$ cat src/rtl/handshake_pkg.sv
`default_nettype none
// ============================================================================
// handshake_pkg : shared sizing helpers and default constant for handshake_* units
// Revision      : 1.0
// ============================================================================
package handshake_pkg;

  localparam logic [11:0] C_DEFAULT_CONST = 12'b111111011001;

  function automatic int clog2(input int n);
    int r;
    int v;
    r = 0;
    v = 1;
    while (v < n) begin
      v = v * 2;
      r++;
    end
    return r;
  endfunction

  // Index ports keep at least one bit so single-requester builds still elaborate.
  function automatic int idx_width(input int n);
    return (n <= 1) ? 1 : clog2(n);
  endfunction

endpackage
`default_nettype wire

$ cat src/rtl/rr_priority_picker.sv
`default_nettype none
// ============================================================================
// rr_priority_picker : combinational rotating-priority encoder (search starts at ptr)
// Revision           : 1.0
// ============================================================================
module rr_priority_picker #(
  parameter int N  = 4,
  parameter int PW = 2
) (
  input  logic [N-1:0]  req,
  input  logic [PW-1:0] ptr,
  output logic          any,
  output logic [PW-1:0] winner,
  output logic [N-1:0]  grant
);

  logic          w_hi_found;
  logic          w_lo_found;
  logic [PW-1:0] w_hi_idx;
  logic [PW-1:0] w_lo_idx;

  // Lowest requester at or above ptr wins; otherwise wrap to the lowest overall.
  always_comb begin
    w_hi_found = 1'b0;
    w_lo_found = 1'b0;
    w_hi_idx   = '0;
    w_lo_idx   = '0;
    for (int i = 0; i < N; i++) begin
      if (req[i] && !w_lo_found) begin
        w_lo_found = 1'b1;
        w_lo_idx   = PW'(i);
      end
      if (req[i] && (PW'(i) >= ptr) && !w_hi_found) begin
        w_hi_found = 1'b1;
        w_hi_idx   = PW'(i);
      end
    end
  end

  assign any    = w_lo_found;
  assign winner = w_hi_found ? w_hi_idx : w_lo_idx;

  generate
    for (genvar g = 0; g < N; g++) begin : g_grant
      assign grant[g] = w_lo_found && (winner == PW'(g));
    end
  endgenerate

endmodule
`default_nettype wire

$ cat src/rtl/handshake_constant_rr_arbiter.sv
`default_nettype none
// ============================================================================
// handshake_constant_rr_arbiter : round-robin shared constant source, 1-slot output
// Revision                      : 1.0
// ============================================================================
module handshake_constant_rr_arbiter
  import handshake_pkg::*;
#(
  parameter int                    NUM_REQ     = 4,
  parameter int                    DATA_WIDTH  = 12,
  parameter logic [DATA_WIDTH-1:0] CONST_VALUE = DATA_WIDTH'(C_DEFAULT_CONST),
  localparam int                   IDX_WIDTH   = idx_width(NUM_REQ)
) (
  input  logic                  clk,
  input  logic                  rst,
  input  logic [NUM_REQ-1:0]    ctrl_valid,
  output logic [NUM_REQ-1:0]    ctrl_ready,
  output logic [DATA_WIDTH-1:0] outs,
  output logic [IDX_WIDTH-1:0]  outs_idx,
  output logic                  outs_valid,
  input  logic                  outs_ready
);

  logic                 r_full;
  logic [IDX_WIDTH-1:0] r_idx;
  logic [IDX_WIDTH-1:0] r_ptr;

  logic                 w_any;
  logic [IDX_WIDTH-1:0] w_winner;
  logic [NUM_REQ-1:0]   w_grant;
  logic                 w_load_en;

  rr_priority_picker #(
    .N  (NUM_REQ),
    .PW (IDX_WIDTH)
  ) u_picker (
    .req    (ctrl_valid),
    .ptr    (r_ptr),
    .any    (w_any),
    .winner (w_winner),
    .grant  (w_grant)
  );

  // A drain in the same cycle frees the slot, so loading is allowed while full.
  assign w_load_en  = w_any && (!r_full || outs_ready);
  assign ctrl_ready = w_load_en ? w_grant : '0;

  always_ff @(posedge clk or negedge rst) begin
    if (!rst) begin
      r_full <= 1'b0;
      r_idx  <= '0;
      r_ptr  <= '0;
    end else if (w_load_en) begin
      r_full <= 1'b1;
      r_idx  <= w_winner;
      r_ptr  <= (w_winner == IDX_WIDTH'(NUM_REQ - 1)) ? '0 : w_winner + 1'b1;
    end else if (r_full && outs_ready) begin
      r_full <= 1'b0;
    end
  end

  assign outs_valid = r_full;
  assign outs       = r_full ? CONST_VALUE : '0;

  generate
    if (NUM_REQ == 1) begin : g_idx_single
      assign outs_idx = '0;
    end else begin : g_idx_multi
      assign outs_idx = r_idx;
    end
  endgenerate

endmodule
`default_nettype wire

$ cat config.mk
export PLATFORM = sky130hd
export DESIGN_NAME = handshake_constant_rr_arbiter
export DESIGN_NICKNAME = d
export VERILOG_FILES = /design/src/rtl/handshake_pkg.sv /design/src/rtl/rr_priority_picker.sv /design/src/rtl/handshake_constant_rr_arbiter.sv
export SDC_FILE = /design/constraint.sdc
export NUM_CORES = 1
export LEC_CHECK = 0
export ABC_AREA = 0
export BUFFER_PORTS_ARGS = -buffer_cell sky130_fd_sc_hd__buf_2
export CORE_AREA = 4 4 41 43
export CTS_BUF_LIST = sky130_fd_sc_hd__clkbuf_16
export DETAILED_ROUTE_END_ITERATION = 12
export DIE_AREA = 0 0 45 47
export PLACE_DENSITY = 0.64
export SLEW_MARGIN = 15
export SYNTH_ARGS = -nofsm -noshare
export SYNTH_HDL_FRONTEND = slang
export SYNTH_SLANG_ARGS = --single-unit
$ cat constraint.sdc
create_clock -name clk -period 2.7 [get_ports clk]
set_clock_uncertainty 0.2 [all_clocks]
set_input_delay 0.27 -clock clk [delete_from_list [all_inputs] [get_ports clk]]
set_output_delay 0.27 -clock clk [all_outputs]
set_load 0.05 [all_outputs]
==> flow_summary.toml <==
[layout]
syn_to_final_growth_pct = 30.00
final_core_util = 0.4750
n_fill_cell = 135
final_nets = 81
final-seq-area_um2 = 125.1
final_common_cell = "buf_2"
drive_gt1_frac = 0.4203
multi_input_area_um2 = 267.8
final_cell_mix = "buf_2, dfrtp_1, and3_1, ha_1"
num_antenna_cells = 0

[cts]
clock-sinks = 5
post_cts_resized = 0
clkTransAtPathRegs_ns = 0.03
htreeDepth = 1
cts_root_buf = "clkbuf_16"
cts_buffers = 3
cts_tree = "done"
clock_latency_ns = 0.23
cts_hold_buf = 1
cts_max_path_buffers = 2
cts_setup_buffers = 0

[logic_synthesis]
yosysWarnings = 0
syn_area_per_cell_um2 = 9.323
synth_top_area_cell = "dfrtp_1"
syn_area_um2 = 475.5
synth_top_area_frac = 0.2632
ys_top_cells_by_area = "dfrtp_1, buf_4, ha_1"
ys_seq_elements = 5
ys_seq_area_frac = 0.2632
yosysUniqueCellTypes = 24
synthCells = 51

[timing]
hold_violations = 0
finalCritPeriodShare = 0.8535
tns_ns = 0
maxSlewViolCount = 0
hold_ws_ns = 0.1208
slew_headroom = 0.6716
max_slew.worst_pin.slew_ns = 0.4882
rsz0062_at_grt = "no"
setup_viol_count_final = 0
period_needed_ns = 2.304
fmax_ghz = 0.4339

[critical_path]
end_kind = "output pin"
crit_arrival_ns = 1.83
r2r.worst_path.cells = 5
r2r-end = "r_ptr[1]"
cp.required_ns = 2.23
crit_type = "flop to output pin"
cp_max_fo = 5
rrSetupSlack_ns = 0.86
r2r-start = "r_ptr[0]"
cp-start-kind = "flop"

[die]
io_pins = 26
die_x_um = 45
core_area_um2 = 1301
start_util = 0.3654
die_h_um = 47
die_area_um2 = 2115
rows = 13

[power]
p_seq_frac = 0.198
switching_power_uw = 220.0
pwr-share-comb = 0.390
power_density_nw_per_um2 = 946.8
swShare = 0.3759
clkPwrFrac = 0.412
internal_power_uw = 365.2
leakage_uw = 0.0003116
ir_drop_v = 0.0005252

[worst_hold_path]
hold_class = "primary input to flop"
min_to = "outs_valid"
hold_start = "ctrl_valid[0]"
whs_path_depth = 3

[global_route]
met2_usage = 0.1610
grt_pass1_wl_mm = 1.628
overflow = 0
antenna_found_initial = 0
grt_pass1_vias = 396
grt_max_degree = 13
grt.total_usage = 0.1073
use_met3 = 0.02299
busiest_layer = "met2"
grt_use_met1 = 0.1389

[drt]
ant_nets = 0
vias_per_cell = 4.786
initialDrtViolationCount = 7
drt-pass1-iter-count = 4
drc = 0
num_vias = 402
wl_um = 992
wire_per_inst_um = 11.81

[placement]
io_buffers = 22
place_congestion = 0.7453
dp_hpwl_um = 793

[outcome]
status = "finished clean"

[run]
drv_cap = 0
[worst max-delay path by stage]
stage	from	end	slack (ns)	cells after the start
after global routing	r_ptr[0]	ctrl_ready[3]	0.29	6
after CTS	r_ptr[1]	ctrl_ready[2]	0.39	6
final	r_ptr[1]	ctrl_ready[2]	0.40	6
after global placement	ctrl_valid[3]	ctrl_ready[1]	0.63	7
after floorplan	r_ptr[1]	ctrl_ready[2]	0.57	4
after detailed placement	ctrl_valid[3]	ctrl_ready[1]	0.63	7
[sequential cells by signal, summed over array words and instances, names as in the netlist]
| name | count |
|---|---|
| outs_valid | 1 |
| outs_idx | 2 |
| r_ptr | 2 |
[kinds of logic after synthesis]
family          count (synthesis)  synth area share
fa+ha+maj                       4            0.1053
flops                           5            0.2632
other cells                     1          0.007887
compound gates                  9            0.1369
simple gates                   18            0.2448
buf+inv                        12            0.1895
mux                             2           0.05262
[synth_stat cells (all sizes together)]
cell	n
ha	4
dfrtp	5
o41ai	2
a21boi	1
buf	12
mux2	1
nor3b	1
nand2b	2
nor4	1
and2	1
or4	1
o41a	1
nand2	3
a21oi	1
o22ai	1
mux2i	1
o21ai	2
a21o	1
or3	2
conb	1
nor2b	1
nor3	2
and3	4
[critical path, cell delays in order, from the launching register on]
cell     delay (ns)
dfrtp_1        0.42
mux2i_1        0.13
and2_1         0.19
or3_1          0.34
ha_1           0.20
and3_1         0.13
buf_2          0.20
[through the flow]
stage / setup slack [ns] / total power (µW) / area [µm²] / cells
finish: 0.3955 / 585.2 / 618.1 / 84
detailed placement: 0.6253 / 344.6 / 529.3 / 79
floorplan: 0.5718 / 297.7 / 483.0 / 53
global placement: 0.6344 / 345.0 / 529.3 / 79
global route: 0.2903 / 617.9 / 618.1 / 84
CTS: 0.3914 / 591.3 / 618.1 / 84
[per-layer routing]
layer,up-vias,part of all wire
met5,-,0
met4,0,0
met3,0,0.074
met2,16,0.46
met1,177,0.47
li1,209,-
[cell type report]
| type | count | share of cell area |
|---|---|---|
| flip-flops and latches | 5 | 0.2024 |
| multi-input cells | 36 | 0.4332 |
| repair buffers | 24 | 0.2065 |
| clock buffers | 3 | 0.1215 |
| well taps | 15 | 0.03036 |
| clock inverters | 1 | 0.006073 |
[power groups by stage]
stage / sequential, µW / clock [µW] / combinational (µW)
after detailed placement: 117 / 0 / 228
after global routing: 121 / 247 / 250
after global placement: 115 / 0 / 230
after CTS: 115 / 246 / 230
final: 116 / 241 / 228
after floorplan: 144 / 0 / 153
Note: power is estimated with default switching activity, not from simulation.
